[config.mk]
export PLATFORM = sky130hd
export DESIGN_NAME = fetch_unit
export DESIGN_NICKNAME = d
export VERILOG_FILES = /design/src/rtl/fetch_unit_pkg.sv /design/src/rtl/fetch_fifo.sv /design/src/rtl/fetch_unit.sv
export SDC_FILE = /design/constraint.sdc
export NUM_CORES = 1
export LEC_CHECK = 0
export ABC_AREA = 1
export ABC_CLOCK_PERIOD_IN_PS = 2800
export CAP_MARGIN = 20
export CORE_ASPECT_RATIO = 0.75
export CORE_MARGIN = 1
export CORE_UTILIZATION = 35
export CTS_CLUSTER_DIAMETER = 150
export DETAILED_ROUTE_END_ITERATION = 10
export GPL_TIMING_DRIVEN = 0
export PLACE_DENSITY = 0.73
export REMOVE_ABC_BUFFERS = 1
export SYNTH_ARGS = -nofsm -noshare
export SYNTH_HDL_FRONTEND = slang
export SYNTH_SLANG_ARGS = --single-unit
[constraint.sdc]
create_clock -name I_clk -period 2.8 [get_ports I_clk]
set_clock_uncertainty 0.05 [all_clocks]
set_input_delay 0.56 -clock I_clk [delete_from_list [all_inputs] [get_ports I_clk]]
set_output_delay 0.56 -clock I_clk [all_outputs]
set_load 0.02 [all_outputs]
[src/rtl/fetch_unit_pkg.sv]
// Shared CPU definitions: word geometry and the fetch FSM state encoding.
package fetch_unit_pkg;

  localparam int WORD_W      = 16;
  localparam int INSTR_BYTES = 2;

  typedef enum logic [1:0] {
    ST_IDLE = 2'd0,
    ST_BUSY = 2'd1,
    ST_DROP = 2'd2
  } fetch_state_e;

endpackage

[src/rtl/fetch_fifo.sv]
// Small synchronous FIFO holding {address, instruction} pairs for decode.
// Flush beats push and pop. Head data reads as zero while empty, so the
// storage array itself needs no reset.
module fetch_fifo #(
  parameter int WIDTH = 32,
  parameter int DEPTH = 2
) (
  input  logic                     I_clk,
  input  logic                     I_reset,
  input  logic                     push,
  input  logic                     pop,
  input  logic                     flush,
  input  logic [WIDTH-1:0]         wr_data,
  output logic [WIDTH-1:0]         rd_data,
  output logic [$clog2(DEPTH):0]   count
);

  localparam int PTR_W = $clog2(DEPTH);
  localparam int CNT_W = PTR_W + 1;

  logic [WIDTH-1:0] mem [DEPTH];
  logic [PTR_W-1:0] wr_ptr;
  logic [PTR_W-1:0] rd_ptr;
  logic             not_empty;
  logic             do_pop;

  assign not_empty = (count != '0);
  assign do_pop    = pop & not_empty;
  assign rd_data   = not_empty ? mem[rd_ptr] : '0;

  // Storage write; callers only push when there is room.
  always_ff @(posedge I_clk) begin
    if (push) begin
      mem[wr_ptr] <= wr_data;
    end
  end

  // Pointer and occupancy tracking; pointers wrap naturally (power-of-two depth).
  always_ff @(posedge I_clk) begin
    if (I_reset || flush) begin
      wr_ptr <= '0;
      rd_ptr <= '0;
      count  <= '0;
    end else begin
      if (push) begin
        wr_ptr <= wr_ptr + PTR_W'(1);
      end
      if (do_pop) begin
        rd_ptr <= rd_ptr + PTR_W'(1);
      end
      if (push && !do_pop) begin
        count <= count + CNT_W'(1);
      end else if (do_pop && !push) begin
        count <= count - CNT_W'(1);
      end
    end
  end

endmodule

[src/rtl/fetch_unit.sv]
// Instruction fetch stage: issues PC-addressed requests to instruction
// memory, steps the PC on each useful accept, buffers fetched words for
// decode and drops stale fetches after a taken branch.
module fetch_unit
  import fetch_unit_pkg::*;
#(
  parameter int WIDTH = WORD_W,
  parameter int DEPTH = 2
) (
  input  logic             I_clk,
  input  logic             I_reset,
  input  logic [WIDTH-1:0] I_pc,
  output logic             O_pc_enable,
  input  logic             I_redirect,
  output logic             O_mem_req,
  output logic [WIDTH-1:0] O_mem_addr,
  input  logic             I_mem_ready,
  input  logic [WIDTH-1:0] I_mem_data,
  output logic [WIDTH-1:0] O_instr,
  output logic [WIDTH-1:0] O_instr_pc,
  output logic             O_instr_valid,
  input  logic             I_instr_ready
);

  localparam int               CNT_W    = $clog2(DEPTH) + 1;
  localparam logic [CNT_W-1:0] FULL_CNT = CNT_W'(DEPTH);

  fetch_state_e       state;
  logic [WIDTH-1:0]   held_addr;
  logic               mem_req;
  logic               accept;
  logic               pop;
  logic               push;
  logic [CNT_W-1:0]   count;
  logic [CNT_W-1:0]   count_post;
  logic               room;
  logic [2*WIDTH-1:0] head;

  assign accept = mem_req & I_mem_ready;
  assign pop    = O_instr_valid & I_instr_ready;
  // A word is kept only when it belongs to the current, non-redirected stream.
  assign push   = accept & (state == ST_BUSY) & ~I_redirect;

  // On redirect the PC block's write wins, so enabling it loads the target.
  assign O_pc_enable = ~I_reset & ((accept & (state == ST_BUSY) & ~I_redirect) | I_redirect);

  assign O_mem_req     = mem_req;
  assign O_mem_addr    = (state == ST_DROP) ? held_addr : I_pc;
  assign O_instr_valid = (count != '0);
  assign O_instr       = head[WIDTH-1:0];
  assign O_instr_pc    = head[2*WIDTH-1:WIDTH];

  fetch_fifo #(
    .WIDTH (2 * WIDTH),
    .DEPTH (DEPTH)
  ) u_fifo (
    .I_clk   (I_clk),
    .I_reset (I_reset),
    .push    (push),
    .pop     (pop),
    .flush   (I_redirect),
    .wr_data ({I_pc, I_mem_data}),
    .rd_data (head),
    .count   (count)
  );

  // Occupancy the buffer will have after this edge; decides whether to keep fetching.
  always_comb begin
    count_post = count;
    if (I_redirect) begin
      count_post = '0;
    end else if (push && !pop) begin
      count_post = count + CNT_W'(1);
    end else if (pop && !push) begin
      count_post = count - CNT_W'(1);
    end
  end

  assign room = (count_post < FULL_CNT);

  // Remember the address still outstanding when a branch overtakes it.
  always_ff @(posedge I_clk) begin
    if ((state == ST_BUSY) && I_redirect && !accept) begin
      held_addr <= I_pc;
    end
  end

  // Fetch FSM; the request is registered and only falls after a completed accept.
  always_ff @(posedge I_clk) begin
    if (I_reset) begin
      state   <= ST_IDLE;
      mem_req <= 1'b0;
    end else begin
      case (state)
        ST_IDLE: begin
          if (room) begin
            state   <= ST_BUSY;
            mem_req <= 1'b1;
          end
        end
        ST_BUSY: begin
          if (I_redirect) begin
            if (!accept) begin
              state <= ST_DROP;
            end
          end else if (accept && !room) begin
            state   <= ST_IDLE;
            mem_req <= 1'b0;
          end
        end
        ST_DROP: begin
          if (accept) begin
            if (room) begin
              state <= ST_BUSY;
            end else begin
              state   <= ST_IDLE;
              mem_req <= 1'b0;
            end
          end
        end
        default: begin
          state   <= ST_IDLE;
          mem_req <= 1'b0;
        end
      endcase
    end
  end

endmodule

==> metrics.cfg, run 1 <==
[final_layout]
num_antenna_cells = 0
drive_above_1_share_pct = 10.1
syn_to_final_growth_pct = 42.4
layout_common_cells = edfxtp_1, nor2_1, nand2_1
fin_cells = 549
final_common_cell = edfxtp_1
fin_nets = 454

[yosys]
synth_cell_type_count = 18
ys_seq_area_share_pct = 71.8
syn_inst = 316
ys_warn_count = 0
avgSynthCellArea_um2 = 11.3
syn_area_um2 = 3570
ys_seq_elements = 88

[place]
post-dp-hpwl_um = 4860
globalplace.congestion = 0.839
dp.cells = 526
portBuffers = 87

[detailed_routing]
wl_per_cell_um = 14.6
drc_errors = 0
first_pass_iters = 4
routed_via_density = 4.60
drt-initial-drc-count = 157
finalWirelength_um = 7990
ant_nets = 0
vias = 2526

[critical_path]
cp_num_buf_inv = 3
critical_path_class = input port to primary output
r2r_slack_ns = 0.31
cpMostUsedCell = clkdlybuf4s50_1
reg2reg_from = u_fifo.count[1]
ff2ff_path_depth = 18
crit_chain = clkdlybuf4s50_1 -> inv_1 -> a21oi_1 -> clkdlybuf4s50_1
path_max_fanout = 4
crit_family = buffers and inverters
r2r-end = O_mem_req
worst_setup_path_end_kind = primary output
critPathMaxStageDelay_ns = 0.63
crit_slowest_cell = clkdlybuf4s50_1
crit_path_start_kind = input port
worstPathArrival_ns = 2.11
critPathRequiredTime_ns = 2.19

[grt]
antenna_found_initial = 0
grt_max_degree = 34
grt_pass1_vias = 2328
grt_pass1_wl_um = 12000
grt_overflow_total = 0
track_usage_pct = 15.5

[clocking]
hold_buffers = 0
cts_buffer_depth = 2
clk_pin_slew_ns = 0.06
clockRootBuffer = clkbuf_16
cts_sinks = 88
insertion_delay_ns = 0.33
cts_max_level = 3
numCtsBuffers = 9
cts_tree = built

[power]
irDropWorstVdd_mv = 0.447
p_leak_nw = 2.38
powerDensity_nw_per_um2 = 603

[sta]
slew_violations = 0
worst_slew_pin_slew_ns = 1.03
relSlewSlack_pct = 30.9
min_period_ns = 2.72
setup_violations = 0
min_period_over_period_pct = 97.1
rsz0062_at_grt = false
whs_ns = 0.457
fmax_ghz = 0.368
hold_viol = 0
fin_setup_tns_ns = 0

[job]
drv_cap = 0

[floorplanning]
die_area_um2 = 10600
core_um2 = 9770
die_w_um = 119
fp.dieH_um = 89.5
initial_core_util_pct = 36.5
num_rows = 31
ios = 88

[min_path]
hp-class = register to register
whs_path_depth = 2
holdPathEnd = O_mem_req
hp-start = O_mem_req

[outcome]
status = completed

## layer usage
layer  vias to the layer above  global-route usage, %  part of all wire [%]
li1                       1253                      -                     -
met1                      1174                   20.1                    47
met2                        90                   24.7                    45
met3                         9                   4.97                   6.8
met4                         0                   5.75                   1.2
met5                         -                      0                     0
## flip-flops by register name, summed over array words and instances (netlist names), named ones only
name / count
O_mem_req: 1
u_fifo.mem: 64
state: 2
u_fifo.wr_ptr: 1
held_addr: 16
u_fifo.rd_ptr: 1
u_fifo.count: 2
## final cells by class
cell class | instances | area, um^2
clock buffers | 10 | 229
repair inverters | 1 | 7.51
multi-input cells | 197 | 898
fillers | 855 | 4690
repair buffers | 96 | 1050
well taps | 132 | 165
inverters | 20 | 82.6
clock inverters | 5 | 81.3
flip-flops and latches | 88 | 2570
## worst max path at each step
stage	start	to	slack [ns]	depth (start not counted)
floorplan	I_mem_ready	u_fifo.mem[1][0]	-0.007	6
global placement	I_mem_ready	u_fifo.mem[1][10]	-1.38	7
detailed placement	register	O_instr_pc[2]	-0.61	5
CTS	u_fifo.count[0]	O_instr_pc[6]	0.006	7
global route	u_fifo.count[0]	O_instr_pc[12]	0.02	7
finish	I_redirect	O_pc_enable	0.08	4
## report_power, final
group          switching (mW)  leakage [nW]  internal, mW  total, mW
registers              0.0148         0.789          1.47       1.49
logic                   0.188          1.44         0.149      0.336
clock network           0.466         0.149         0.778       1.24
total                   0.668          2.38          2.40       3.07
## Yosys cell counts
cell type   n  area share, %
dfxtp_1     8            4.5
inv_2       6           0.63
nand2_2     1           0.18
ha_1        4            1.4
a211oi_1    1           0.21
a21oi_1     3           0.42
xor2_1      2           0.49
inv_1      14            1.5
xnor2_1     1           0.25
buf_2       2           0.28
nand3_1     5           0.70
clkbuf_1    9           0.95
o21ai_0    34            4.8
a21oi_2     2           0.49
nor2_1     75            7.9
edfxtp_1   80             67
nor2_4      4            1.3
nand2_1    65            6.8
## kinds of logic after synthesis
logic type	share of synthesized area, %
buf+inv	3.33
fa+ha+maj	1.40
simple gates	16.9
flops	71.8
xor+xnor	0.736
compound gates	5.89
## what timing repair did
item	CTS	global route
buffers inserted	7	0
gates cloned	1	0
gates resized for setup	9	27
endpoints found under the setup margin	49	27
pin swaps	1	0
## per-stage QoR
| step | setup WS, ns | util, % | total power [mW] | cell area [um^2] |
|---|---|---|---|---|
| 5_1_grt | 0.0163 | 52.0 | 3.17 | 5080 |
| 3_5_place_dp | -0.611 | 47.3 | 1.84 | 4630 |
| 2_1_floorplan | -0.00734 | - | 1.67 | 3530 |
| 3_3_place_gp | -1.38 | 46.7 | 1.83 | 4560 |
| 4_1_cts | 0.00643 | 51.3 | 3.10 | 5020 |
| 6_report | 0.0816 | 52.0 | 3.07 | 5080 |
## worst register-to-register path: cells and delay by family (launching register included)
family	cells	cell delay (ns)
flip-flops	1	0.31
adder cells (fa/ha/maj)	2	0.54
buffers and inverters	6	0.69
AND/OR/NAND/NOR	10	0.81
Power figures use the tool's default switching activity.
==> run 2: changes to the inputs <==
MAX_ROUTING_LAYER = met4   (was unset)
==> metrics.cfg, run 2 (synthesis gave the netlist of run 1 again) <==
[outcome]
status = completed

[sta]
setup_violations = 0  ; unchanged
fin_ws_ns = 0.0842  ; +0.00262 ns
min_period_over_period_pct = 97.0  ; about the same
fin_setup_tns_ns = 0  ; unchanged
fmax_ghz = 0.368  ; about the same
rsz0062_at_grt = false
relSlewSlack_pct = 31.0  ; about the same
worst_slew_pin_slew_ns = 1.03  ; -0.000100 ns
slew_violations = 0  ; unchanged
whs_ns = 0.458  ; +0.00126 ns
min_period_ns = 2.72  ; -0.00262 ns
hold_viol = 0  ; unchanged

[clocking]
clk_pin_slew_ns = 0.06  ; about the same
insertion_delay_ns = 0.33  ; about the same
cts_tree = built
cts_max_level = 3  ; unchanged
hold_buffers = 0  ; unchanged
numCtsBuffers = 9  ; unchanged
cts_buffer_depth = 2  ; unchanged
clockRootBuffer = clkbuf_16
cts_sinks = 88  ; unchanged

[grt]
grt_pass1_vias = 2330  ; +0.086%
grt_max_degree = 34  ; unchanged
grt_overflow_total = 0  ; unchanged
track_usage_pct = 16.0  ; +0.50 points
antenna_found_initial = 0  ; unchanged
grt_pass1_wl_um = 12000  ; -0.17%

[final_layout]
fin_nets = 454  ; unchanged
layout_common_cells = edfxtp_1, nor2_1, nand2_1
syn_to_final_growth_pct = 42.4  ; unchanged
drive_above_1_share_pct = 10.1  ; unchanged
reg_top3 = u_fifo.mem (64), held_addr (16)
fill_cells = 855  ; unchanged
fin_cells = 549  ; unchanged
final_common_cell = edfxtp_1
num_antenna_cells = 0  ; unchanged
top_register = u_fifo.mem
largest_register_ffs = 64  ; unchanged

[detailed_routing]
ant_nets = 0  ; unchanged
wl_per_cell_um = 14.6  ; +0.49%
drc_errors = 0  ; unchanged
drt-initial-drc-count = 162  ; +3.2%
vias = 2544  ; +0.71%
finalWirelength_um = 8030  ; +0.49%
routed_via_density = 4.63  ; +0.71%
first_pass_iters = 4  ; unchanged

[floorplanning]
die_w_um = 119  ; unchanged
core_um2 = 9770  ; unchanged
fp.dieH_um = 89.5  ; unchanged
initial_core_util_pct = 36.5  ; unchanged
num_rows = 31  ; unchanged
die_area_um2 = 10600  ; unchanged
ios = 88  ; unchanged

[critical_path]
path_max_fanout = 4  ; unchanged
crit_slowest_cell = clkdlybuf4s50_1
r2r_slack_ns = 0.31  ; about the same
crit_path_start_kind = input port
cpMostUsedCell = clkdlybuf4s50_1
worst_setup_path_end_kind = primary output
crit_chain = clkdlybuf4s50_1 -> inv_1 -> a21oi_1 -> clkdlybuf4s50_1
crit_family = buffers and inverters
cp_num_buf_inv = 3  ; unchanged
critical_path_class = input port to primary output
critPathLaunch = I_redirect
worstPathArrival_ns = 2.11  ; about the same
critPathRequiredTime_ns = 2.19  ; about the same
critPathMaxStageDelay_ns = 0.63  ; about the same
path_depth = 4  ; unchanged
reg2reg_from = u_fifo.count[1]
ff2ff_path_depth = 18  ; unchanged

[power]
p_leak_nw = 2.38  ; unchanged
irDropWorstVdd_mv = 0.446  ; -0.28%
powerDensity_nw_per_um2 = 603  ; about the same
power_mw = 3.07  ; about the same

[place]
portBuffers = 87  ; unchanged
globalplace.congestion = 0.852  ; +1.5%
dp.cells = 526  ; unchanged
dp_slack_ns = -0.611  ; unchanged
post-dp-hpwl_um = 4860  ; unchanged

[job]
drv_cap = 0  ; unchanged

[min_path]
hp-class = register to register
whs_path_depth = 2  ; unchanged
hp-start = O_mem_req

==> run 2: repair_timing <==
action	4_1_cts	5_1_grt
setup endpoints to repair	49	27
cloned	1	0
setup buffers	7	0
pin swaps	1	0
gates resized for setup	9	27
==> run 2: area by class of cell <==
cell class | instances | area [um^2] | share of cell area, %
timing repair inverter | 1 | 7.51 | 0.148
tap | 132 | 165 | 3.25
multi-input combinational | 197 | 898 | 17.7
timing repair buffer | 96 | 1050 | 20.7
clock buffer | 10 | 229 | 4.50
inverter | 20 | 82.6 | 1.62
clock inverter | 5 | 81.3 | 1.60
sequential | 88 | 2570 | 50.5
==> run 2: through the flow <==
| step | utilization, % | cell area, um^2 |
|---|---|---|
| 4_1_cts | 51.3 | 5020 |
| 2_1_floorplan | - | 3530 |
| 5_1_grt | 52.0 | 5080 |
| 3_3_place_gp | 46.7 | 4560 |
| 3_5_place_dp | 47.3 | 4630 |
| 6_report | 52.0 | 5080 |
==> run 2: worst paths after layout <==
path	to
setup / recovery	O_pc_enable
hold / removal	O_mem_req
setup reg to reg	O_mem_req
hold reg to reg	O_mem_req
==> run 2: routing by layer <==
metal  up-vias  wire, um  GRT usage, %
li1       1252         -             -
met1      1178      3760          20.0
met2       103      3630          24.7
met3        11       545          5.04
met4         0       100          5.75
met5         -         0             -
==> run 2: power breakdown <==
| part | internal, mW | total [mW] | switching [mW] |
|---|---|---|---|
| clock | 0.777 | 1.24 | 0.466 |
| sequential | 1.47 | 1.49 | 0.0148 |
| combinational | 0.149 | 0.337 | 0.188 |
| total | 2.40 | 3.07 | 0.669 |
==> run 2: worst min-delay path: stages (launching register included) <==
cell     delay [ns]
dfxtp_1        0.32
nor2_1         0.10
nor2_1         0.05
